**src/rtl/occupancy_arbiter.sv**
```systemverilog
// Two-lane front end for the shared occupancy counter: one pending event per lane,
// round-robin service, capacity/underflow guarding, sticky error flags and LED drive.
module occupancy_arbiter #(
  parameter int CAPACITY = 7,
  parameter int CNT_W    = 3
) (
  input  logic             clk,
  input  logic             reset,
  input  logic             in0,
  input  logic             out0,
  input  logic             in1,
  input  logic             out1,
  input  logic             clr_err,
  output logic [CNT_W-1:0] occupancy,
  output logic             full,
  output logic             empty,
  output logic [1:0]       grant,
  output logic             reject,
  output logic             drop_err,
  output logic             underflow_err,
  output logic [2:0]       leds
);

  localparam logic [CNT_W-1:0] CAP = CNT_W'(CAPACITY);

  typedef struct packed {
    logic valid;
    logic is_in;  // 1 = entry, 0 = exit
  } slot_t;

  slot_t slot0, slot1;
  logic  last1;  // 1 when lane 1 was the most recently served lane

  logic serve0, serve1, served, sel_in;
  logic single0, single1, load0, load1, lost;
  logic at_cap, at_zero;

  // NOTE: every signal written here gets a default first so no latch is inferred.
  always_comb begin
    serve0  = 1'b0;
    serve1  = 1'b0;
    sel_in  = 1'b0;
    served  = 1'b0;
    single0 = 1'b0;
    single1 = 1'b0;
    load0   = 1'b0;
    load1   = 1'b0;
    lost    = 1'b0;

    serve0  = slot0.valid && (!slot1.valid || last1);
    serve1  = slot1.valid && (!slot0.valid || !last1);
    served  = serve0 || serve1;
    sel_in  = serve0 ? slot0.is_in : slot1.is_in;

    // A slot being served this cycle frees up in time to take a new event.
    single0 = in0 ^ out0;
    single1 = in1 ^ out1;
    load0   = single0 && (!slot0.valid || serve0);
    load1   = single1 && (!slot1.valid || serve1);
    lost    = (in0 && out0) || (in1 && out1)
           || (single0 && slot0.valid && !serve0)
           || (single1 && slot1.valid && !serve1);
  end

  assign at_cap  = (occupancy == CAP);
  assign at_zero = (occupancy == '0);
  assign full    = at_cap;
  assign empty   = at_zero;
  assign leds    = occupancy[2:0];

  // NOTE: sequential state uses non-blocking assignments so all registers update together.
  always_ff @(posedge clk or negedge reset) begin
    if (!reset) begin
      slot0         <= '0;
      slot1         <= '0;
      last1         <= 1'b1;
      occupancy     <= '0;
      grant         <= 2'b00;
      reject        <= 1'b0;
      drop_err      <= 1'b0;
      underflow_err <= 1'b0;
    end else begin
      if (load0)       slot0 <= {1'b1, in0};
      else if (serve0) slot0.valid <= 1'b0;

      if (load1)       slot1 <= {1'b1, in1};
      else if (serve1) slot1.valid <= 1'b0;

      if (serve0)      last1 <= 1'b0;
      else if (serve1) last1 <= 1'b1;

      grant  <= {serve1, serve0};
      reject <= served && sel_in && at_cap;

      if (served) begin
        if (sel_in && !at_cap)       occupancy <= occupancy + 1'b1;
        else if (!sel_in && !at_zero) occupancy <= occupancy - 1'b1;
      end

      // A fresh error outranks a simultaneous clear.
      drop_err      <= lost || (drop_err && !clr_err);
      underflow_err <= (served && !sel_in && at_zero) || (underflow_err && !clr_err);
    end
  end

endmodule

```
**config.mk**
```make
export PLATFORM = sky130hd
export DESIGN_NAME = occupancy_arbiter
export DESIGN_NICKNAME = d
export VERILOG_FILES = /design/src/rtl/occupancy_arbiter.sv
export SDC_FILE = /design/constraint.sdc
export NUM_CORES = 1
export LEC_CHECK = 0
export CORE_MARGIN = 10
export CORE_UTILIZATION = 35
export DETAILED_ROUTE_END_ITERATION = 6
export HOLD_SLACK_MARGIN = 0.12
export SKIP_LAST_GASP = 1
export SLEW_MARGIN = 10
export SYNTH_ARGS = -nofsm -noshare
export SYNTH_HDL_FRONTEND = slang
export SYNTH_SLANG_ARGS = --single-unit
```
**constraint.sdc**
```tcl
create_clock -name clk -period 3.5 [get_ports clk]
set_input_delay 0.7 -clock clk [delete_from_list [all_inputs] [get_ports clk]]
set_output_delay 0.7 -clock clk [all_outputs]
set_load 0.01 [all_outputs]
```
**Word-level counts from Yosys, hierarchy flattened**

Index checks and enable logic that the tools add are counted.

- Flip-flop bits (word level): 13
- Bits in latches: 0
- Memory bits (writable): 0
- Bits in read-only memories: 0
- Input bits: 7
- Output and inout bits: 13
- Word-level logic and storage cells: 67
- Memories kept: 0

- $add $sub $neg: 2
- Multiply operators: 0
- Divide/modulo/power cells: 0
- Order comparisons: 0
- Equality and inequality tests: 1
- Shift-type cells: 0
- Multiplexer cells: 9
- Bitwise operators: 2
- Reductions and logical operators: 43

Operators with widths:

| cell | count |
|---|---|
| 1-bit logical AND | 18 |
| 1-bit logical OR | 10 |
| 1-bit logical NOT | 9 |
| 2-bit nonzero test | 4 |
| 1-bit 2-to-1 mux | 7 |
| 3-bit 2-to-1 mux | 2 |
| 3-bit by 1-bit adder with 3-bit output, second input constant | 1 |
| 3-bit == test, second input constant | 1 |
| 3-bit logical NOT | 1 |
| 3-bit by 1-bit subtractor with 3-bit output, second input constant | 1 |
| 2-bit AND reduction | 1 |
| 1-bit XOR | 2 |

**Depth between registers and ports, before layout**

- Word-level depth: 8
- Depth in mapped cells: 11
- Depth with buffers taken out: 10

**Least setup slack after synthesis**

OpenSTA, ideal clock, no wires.

- Kind: reg2reg
- Start: register last1
- End: register occupancy[2], in the netlist leds[2]
- Library setup time: 0.101 ns
- Arrival time: 2.397 ns
- Data required time: 3.399 ns
- Path slack: 1.002 ns
- Stages on the path, launching flop included: 10
- Buffers on the path: 1
- Period minus slack after synthesis: 2.498 ns
- Path through: dfstp_2 > buf_6 > nand2b_4 > nand2_4 > mux2i_4 > or2_2 > fa_1 > o31ai_1 > a21oi_1 > o32ai_1

- Longest elaborated chain between the ends: 7
- Elaborated cells on any way between the ends: 13
- Those cells by class: mux: 2; reduce/logical: 11

RTL lines:

| item | line | RTL |
|---|---|---|
| start: declaration | 32 | `logic last1;` |
| start signal: assignment | 76 | `last1 <= 1'b1;` |
| start signal: assignment | 89 | `if (serve0) last1 <= 1'b0;` |
| start signal: assignment | 90 | `else if (serve1) last1 <= 1'b1;` |
| 1-bit logical OR | 50 | `serve0 = slot0.valid && (!slot1.valid \|\| last1);` |
| 1-bit logical AND | 50 |  |
| 1-bit 2-to-1 mux | 53 | `sel_in = serve0 ? slot0.is_in : slot1.is_in;` |
| 1-bit logical NOT | 97 | `else if (!sel_in && !at_zero) occupancy <= occupancy - 1'b1;` |
| 1-bit logical AND | 97 |  |
| 2-bit nonzero test (no line) | -- |  |
| 2-bit AND reduction (no line) | -- |  |
| end signal: assignment | 96 | `if (sel_in && !at_cap) occupancy <= occupancy + 1'b1;` |
| end signal: assignment | 97 |  |
| end: declaration | 14 | `output logic [CNT_W-1:0] occupancy,` |

Several ways; a longest one is shown, not always the timed one.
A chain may end at the register's enable or synchronous reset.

**Worst setup path after layout**

Same ends and word-level chain as after synthesis.

==> summary.log <==
INFO  drt            dr.pass1.iters=4
INFO  global_route   groute.usage.overall=7.10%
INFO  run_status     run_status=finished clean
INFO  die            floorplan.io_pins=20
INFO  clocking       clk_transition_reported_paths=0.08ns
INFO  pwr            design_power=0.841mW
INFO  timing         achievable_freq=374MHz
INFO  timing         timing.final.crit_period=2.68ns
INFO  clocking       ctsRootBufferMaster=sky130_fd_sc_hd__clkbuf_4
INFO  logic_synthesis synth.area.top_cells=sky130_fd_sc_hd__dfrtp_1 41%, sky130_fd_sc_hd__dfstp_2 3.6%, sky130_fd_sc_hd__a21oi_1 3.4%, sky130_fd_sc_hd__ha_1 3.4%, sky130_fd_sc_hd__buf_4 3.1%
INFO  clocking       postCtsResizedCells=0
INFO  logic_synthesis synth_enable_flop_cells=0
INFO  critical_path  crit_path_end_kind=flip-flop
INFO  critical_path  crit_arrival=2.85ns
INFO  clocking       tritoncts_clock_tree=done
INFO  logic_synthesis synth-seq-cells=13
INFO  critical_path  crit_path_max_fanout=9
INFO  drt            totalWireLength=1540µm
INFO  drt            wl_per_cell=13.3µm
INFO  clocking       clockBufferDepth=2
INFO  logic_synthesis synth_largest_area_cell=sky130_fd_sc_hd__dfrtp_1
INFO  clocking       clk-insertion-delay-late=0.26ns
INFO  critical_path  worstPathCellList=nand2b_4, nand2_4, mux2i_4, or2_2, fa_1, o31ai_1, a21oi_1, o32ai_1
INFO  die            die_height=65.9µm
INFO  timing         setup_ws=0.823ns
INFO  logic_synthesis leading_cell_type_by_number_of_instances_after_synthesis=sky130_fd_sc_hd__dfrtp_1
INFO  finish         fill_cells=181
INFO  clocking       ctsHtreeMaxLevel=1
INFO  placed_design  routability_congestion_estimate_from_global_placement=0.821
INFO  flow_run       cap_violations=0
INFO  global_route   grt_ovf=0
INFO  pwr            powerDensity=882nW/µm²
INFO  die            placement_rows=16
INFO  logic_synthesis post_synth.cell_area_avg=10.5µm²
INFO  timing         drv_slew=0
INFO  critical_path  crit_path_start_kind=flip-flop
INFO  placed_design  dp_hpwl=1240µm
INFO  die            die_width=65.9µm
INFO  critical_path  crit_path_max_incr_delay=0.61ns
INFO  logic_synthesis synth_seq_area_share=44.3%
INFO  placed_design  portBuffers=19
INFO  logic_synthesis synth_warnings=0
INFO  global_route   grt_pass1_wl=2470µm
INFO  finish         nets_finish=100
INFO  drt            drcViolationCount=0
INFO  global_route   grt_pass1_vias=557
INFO  drt            antenna_violating_nets_post_route=0
INFO  timing         hold_viol=0
INFO  logic_synthesis ys.flop_type=sky130_fd_sc_hd__dfrtp_1
INFO  placed_design  detailedPlace.worstSlack=0.857ns
INFO  logic_synthesis yosys.cell_types.count=35
INFO  global_route   grt_antenna_before_repair=0
INFO  logic_synthesis top_cells_by_count_synth=12 x sky130_fd_sc_hd__dfrtp_1, 5 x sky130_fd_sc_hd__a21oi_1, 5 x sky130_fd_sc_hd__nand2_1, 5 x sky130_fd_sc_hd__nor2_1
INFO  timing         timing.setup.tns=0ns
INFO  critical_path  crit_slowest_cell=sky130_fd_sc_hd__dfstp_2
INFO  timing         maxSlewHeadroom=60.6%
INFO  clocking       cts_hold_buf=0
INFO  finish         flow.area_growth_from_synthesis=29.4%
INFO  finish         final_core_util=48.1%
INFO  logic_synthesis cell_area_after_synthesis=737µm²
INFO  timing         finalClockSkew=0.00298ns
INFO  critical_path  required_time_worst_endpoint=3.67ns
INFO  worst_hold_path worst_hold_path_type=reg2reg
INFO  logic_synthesis postSynthNetCount=80
INFO  pwr            power.ir.vdd_worst=474µV
INFO  clocking       cts.sink_count=13
INFO  die            die-area=4340µm²
INFO  critical_path  path_class=reg2reg
INFO  timing         timing.final.crit_share=76.5%
INFO  die            floorplan.initialDensity=37.2%
INFO  logic_synthesis netlist_instances=70
INFO  drt            post_drt_via_cell_ratio=5.11
INFO  timing         rsz0062_at_grt=false
INFO  timing         setup_viol_count_final=0
INFO  clocking       postCtsSetupRepairBufs=0
INFO  drt            drtIter0Drc=19
INFO  pwr            p_leak=0.400nW
INFO  finish         insertedDiodeCount=0
INFO  finish         layout-drive-gt1-share=12.4%
INFO  logic_synthesis postSynth.asyncResetShare=100%
INFO  timing         worst-slew-pin-transition=0.589ns
INFO  clocking       cts-buffers-inserted=3
INFO  drt            dr_total_vias=593
INFO  global_route   largest_net_degree_at_the_start_of_global_routing=14
INFO  die            core_region_area=1980µm²
INFO  logic_synthesis synth.top_cell.area_share=40.7%
## critical path: cells and delay by family, from the launching register on
| family | cells | cell delay [ns] |
|---|---|---|
| AOI/OAI and AO/OA | 3 | 0.75 |
| DFF | 1 | 0.61 |
| and+or+nand+nor | 3 | 0.53 |
| adders and majority gates | 1 | 0.46 |
| muxes | 1 | 0.24 |
## area by class of cell
class                      count  area, µm²  area share, %
clock buffer                   4       26.3           2.76
multi-input combinational     49        362           37.9
sequential                    13        327           34.3
inverter                       4       15.0           1.57
tap                           27       33.8           3.54
timing repair buffer          19        190           19.9
## registers in the layout, summed over array words and instances, names as in the netlist
name,flops
reject,1
slot1,2
last1,1
slot0,2
underflow_err,1
grant,2
drop_err,1
leds,3
## placed cells by master (no fill, tap or decap), types with 2 or more instances in the layout
cell type,instances
sky130_fd_sc_hd__nand2_1,5
sky130_fd_sc_hd__nor4b_1,2
sky130_fd_sc_hd__a21oi_1,5
sky130_fd_sc_hd__nor2_1,5
sky130_fd_sc_hd__clkbuf_4,3
sky130_fd_sc_hd__o21a_1,2
sky130_fd_sc_hd__clkdlybuf4s50_1,19
sky130_fd_sc_hd__o21ai_0,4
sky130_fd_sc_hd__inv_1,4
sky130_fd_sc_hd__dfrtp_1,12
sky130_fd_sc_hd__mux2_2,2
sky130_fd_sc_hd__ha_1,2
## worst paths after layout
kind	from	endpoint	slack (ns)	cells past startpoint
worst max register to register	last1$_DFFE_PN1P_	leds[2]$_DFFE_PN0P_	0.82	8
min in group asynchronous	reset	leds[2]$_DFFE_PN0P_	0.80	1
worst max-delay path	last1$_DFFE_PN1P_	leds[2]$_DFFE_PN0P_	0.82	8
max in group asynchronous	reset	leds[0]$_DFFE_PN0P_	2.31	1
worst min register to register	drop_err$_DFF_PN0_	drop_err$_DFF_PN0_	0.52	2
worst min-delay path	drop_err$_DFF_PN0_	drop_err$_DFF_PN0_	0.52	2
## report_power, final
part | leakage [nW] | switching (mW) | internal (mW)
Sequential | 0.151 | 0.0811 | 0.210
Combinational | 0.235 | 0.206 | 0.255
Clock | 0.0150 | 0.0453 | 0.0440
## kinds of logic after synthesis
| family | count (synthesis) | share of synthesized area (%) |
|---|---|---|
| DFF | 13 | 44.3 |
| buffers and inverters | 8 | 6.62 |
| AOI/OAI and AO/OA | 21 | 19.0 |
| adders and majority gates | 3 | 6.11 |
| and+or+nand+nor | 21 | 16.5 |
| muxes | 4 | 7.47 |
## metal layers
layer	part of all wire [%]	vias up	track usage (%)
met5	0	-	0
met4	0.52	0	2.41
met3	10	2	3.22
met2	45	19	11.1
met1	44	280	8.34
li1	-	292	-
## per-stage QoR
stage | instance area, µm² | instances | hold WS (ns)
3_5_place_dp | 927 | 112 | 0.511
2_1_floorplan | 737 | 70 | 0.404
3_3_place_gp | 927 | 112 | 0.512
5_1_grt | 953 | 116 | 0.550
4_1_cts | 953 | 116 | 0.528
6_report | 953 | 116 | 0.519
No activity file was read; power rests on OpenSTA's default activity.
==> edit 1, RTL diff (same flow settings) <==
Make the reset (`reset`) synchronous in one clocked block.
--- a/src/rtl/occupancy_arbiter.sv
+++ b/src/rtl/occupancy_arbiter.sv
@@ -71,3 +71,3 @@
   // NOTE: sequential state uses non-blocking assignments so all registers update together.
-  always_ff @(posedge clk or negedge reset) begin
+  always_ff @(posedge clk) begin
     if (!reset) begin
Formal check against the unedited RTL: differs if reset is asserted again (counterexample within 4 cycles, from zero or initial values and one cycle with reset low); with reset held inactive, the same outputs for 10 cycles.
==> edit 1 against the original RTL <==
Synthesized cell count grew 16%. First-iteration DRC count shrank 21%. Critical path type unchanged. Via count grew 4.7%. Sequential share of layout area shrank 5.7 points. Sequential cell count is the same. Routed wire length grew 4.0%. Worst setup slack gained 0.28 ns. Area after synthesis shrank 5.8%. Design area shrank 4.5%.
Power is not compared: it rests on default switching activity, and its combinational part moved more than twofold at a synthesized area within 25%.
==> edit 1: results (changes against the original RTL) <==
async_flop_share: 0  # -1.000
synth_commonest_cells: "dfxtp_1, nand2_1, nor2_1, a21oi_1"
dr_total_vias: 621  # +4.7%
status: "finished, final reports clean"
max-slew-margin-rel: 0.7452  # +0.1390
ys_types: 31  # -11%
ir_worst_vdd_mv: 0.2791
final_cells: 125  # +7.8%
dp.cells: 121  # +8.0%
drt_wl_total_um: 1601  # +4.0%
clock_skew_ns: 0.004669  # +0.001688 ns
largest_reg_flops: 3  # unchanged
startpoint: "last1"
worstRegToRegCells: 8  # unchanged
fin_nets: 109  # +9.0%
setup_violations: 0  # unchanged
path_delay_family: "simple AND/OR/NAND/NOR gates"
diodes: 0  # unchanged
p_seq_frac: 0.425
dp_worst_setup_slack_ns: 1.126  # +0.2692 ns
cts_setup_buffers: 0  # unchanged
hold_class: "reg -> reg"
place_congestion: 0.8363  # +1.8%
ctsResizeCount: 0  # unchanged
crit_end: "leds[2]"
antenna_found_initial: 0  # unchanged
slowest_stage: "fa_1"
critPathMaxStageDelay_ns: 0.44  # -0.17 ns
fillers: 215  # +19%
grt_use_met2: 0.1355  # +0.02436
register_area_um2: 260.3  # -20%
insertion_delay_ns: 0.27
synthTopCellsByArea: "dfxtp_1, mux2i_1, nand2_1"
cp_max_fo: 6  # -3
met1_usage: 0.08611  # +0.002692
grtUsageTotal: 0.08293  # +0.01197
met3WireLength_um: 140  # -12%
clk_pin_slew_worst_paths_ns: 0.08  # about the same
setup_tns_ns: 0  # unchanged
grt_max_degree: 13  # -1
grt_pass1_wl_um: 2822  # +14%
power.leakage_nw: 0.3558
synth.yosys.seq_area_share: 0.3748  # -0.06835
first_global_vias: 627  # +13%
drive_gt1_frac: 0.05102  # -0.07258
syn_nets: 91  # +14%
numCtsBuffers: 3  # unchanged
dpl_cell_area_um2: 884.6  # -4.6%
io_buffers: 19  # unchanged
syn_area_per_cell_um2: 8.573  # -19%
met2_wirelength_um: 773  # +11%
cp_data_arrival_time_ns: 2.61  # -0.24 ns
hpwlAfterDp_um: 1266  # +2.5%
use_met3: 0.03952  # +0.007316
clkPwrFrac: 0.204
clockBufferDepth: 2  # unchanged
wl_met1_um: 680  # +0.89%
fin_crit_ns: 2.401  # -0.2759 ns
drt-pass1-iter-count: 2  # -2
drt_iter0_drc: 15  # -4
## edit 1: area by class of cell
type,count,share of cell area
clock buffers,4,0.02885
multi-input cells,59,0.4272
flip-flops and latches,13,0.2857
repair buffers,19,0.2088
inverters,3,0.01236
well taps,27,0.03709
## edit 1: cell families (layout without fill, tap and decap cells)
family | Yosys count | in the layout | synth area share
muxes | 3 | 3 | 0.04324
DFF | 13 | 13 | 0.3748
AOI/OAI and AO/OA | 20 | 20 | 0.1928
adders and majority gates | 3 | 3 | 0.06486
buffers and inverters | 9 | 26 | 0.06486
and+or+nand+nor | 33 | 33 | 0.2595
## edit 1: worst min-delay path by stage
stage / start / endpoint / slack [ns] / cells after the start
finish: underflow_err / underflow_err / 0.48 / 2
floorplan: slot1[0] / slot1[0] / 0.48 / 2
CTS: underflow_err / underflow_err / 0.49 / 2
global placement: underflow_err / underflow_err / 0.46 / 2
detailed placement: underflow_err / underflow_err / 0.48 / 2
global route: underflow_err / underflow_err / 0.50 / 2
==> edit 2, RTL diff (same flow settings) <==
Without the edit above. Set the parameter `CNT_W` to 4 (it was 3).
--- a/src/rtl/occupancy_arbiter.sv
+++ b/src/rtl/occupancy_arbiter.sv
@@ -4,3 +4,3 @@
   parameter int CAPACITY = 7,
-  parameter int CNT_W    = 3
+  parameter int CNT_W    = 4
 ) (
Interface: changed (resized occupancy); port bits go from 20 to 21. No check against the original RTL was run, so the function may have changed too.
==> edit 2 against the original RTL <==
Design area increased by 3.1%. Area after synthesis shrank 0.17%. Count of clock-buffer cells in the layout unchanged. Total power grew 7.0%. Critical path type is now reg -> out. Largest power group unchanged. Global-route usage up 0.13 points. Sequential cell count is 1 higher. Routed wire length is 2.2% lower. Via count fell by 10%. Worst setup slack improved by 0.031 ns.
==> edit 2: results (changes against the original RTL) <==
status: "finished, final reports clean"
hpwlAfterDp_um: 1186  # -4.0%
met2_wirelength_um: 694  # -0.29%
fillers: 184  # +1.7%
fin_nets: 97  # -3.0%
top_register: "occupancy"
grt_max_degree: 15  # +1
setup_violations: 0  # unchanged
hold_viol_final: 0  # unchanged
ys_types: 30  # -14%
path_delay_family: "buffers and inverters"
cp_max_fo: 7  # -2
grtUsageTotal: 0.07227  # +0.001307
synthAdderAreaFrac: 0.09524  # +0.03412
max-slew-margin-rel: 0.5701  # -0.03606
grt_use_met2: 0.1135  # +0.002415
drive_gt1_frac: 0.1310  # +0.007357
met1_usage: 0.07843  # -0.004983
clock_skew_ns: 0.002263  # -0.0007181 ns
syn_area_um2: 735.7  # -0.17%
io_buffers: 20  # +1
slowest_stage: "or4_1"
synthMuxAreaShare: 0.1378  # +0.06305
hold_class: "reg -> reg"
place_congestion: 0.7807  # -5.0%
syn_inst: 63  # -10%
register_area_um2: 351.6  # +7.7%
insertion_delay_ns: 0.28  # +0.02 ns
wl_per_cell_um: 13.56  # +2.2%
synth.yosys.seq_area_share: 0.4779  # +0.03477
inv_count: 5  # +1
largest_reg_flops: 4  # +1
synthTopCellsByArea: "dfrtp_1, ha_1, dfstp_2"
ir_worst_vdd_mv: 0.3676  # -22%
viasPerCell: 4.802  # -6.1%
multi_input_area_share: 0.3486  # -0.03066
buffers: 20  # +1
final-clk-cell-share: 0.03690  # +0.009337
synth_commonest_cells: "dfrtp_1, inv_1, o21ai_0, ha_1"
power.leakage_nw: 0.4410  # +10%
num-multi-input-gates: 41  # -16%
drt_iter0_drc: 8  # -11
syn_nets: 75  # -6.3%
dpl_cell_area_um2: 947.2  # +2.2%
use_met3: 0.02881  # -0.003390
bufAreaShareNonClock: 0.2036  # +0.004088
dp_worst_setup_slack_ns: 0.9986  # +0.1418 ns
numCtsBuffers: 3  # unchanged
met3WireLength_um: 147  # -7.5%
grt_pass1_wl_um: 2394  # -3.1%
nClkBuffers: 4  # unchanged
synth_compound_area_frac: 0.09354  # -0.09662
cp_data_arrival_time_ns: 1.95  # -0.90 ns
wl_met1_um: 646  # -4.2%
first_global_vias: 543  # -2.5%
seq-cell-share: 0.3575  # +0.01499
dp.cells: 107  # -4.5%
dr_total_vias: 533  # -10%
synth-xor-area-share: 0.03571  # +0.03571
seq_cells: 14  # +1
==> edit 2: cell types whose count changed after synthesis, sizes merged, moves of 2 or more <==
cell,unedited run,this run
nor2,5,3
mux2i,2,4
mux2,2,4
xor2,0,2
ha,2,4
nand2,6,3
nor4b,2,0
a21oi,5,1
o21a,2,0
==> edit 2: power by group <==
group / total (mW) / internal (mW) / switching [mW]
sequential: 0.305 / 0.231 / 0.0731
clock: 0.118 / 0.0632 / 0.0552
combinational: 0.477 / 0.275 / 0.201
==> edit 2: worst paths after layout <==
| path | endpoint | cells past startpoint | slack [ns] | from |
|---|---|---|---|---|
| setup / recovery | empty | 3 | 0.85 | occupancy[1] |
| hold / removal | underflow_err | 1 | 0.52 | underflow_err |
| setup reg to reg | occupancy[3] | 10 | 0.97 | last1 |
| hold reg to reg | underflow_err | 1 | 0.52 | underflow_err |
| max in group asynchronous | slot0[1] | 1 | 2.28 | reset |
| min in group asynchronous | reject | 1 | 0.81 | reset |
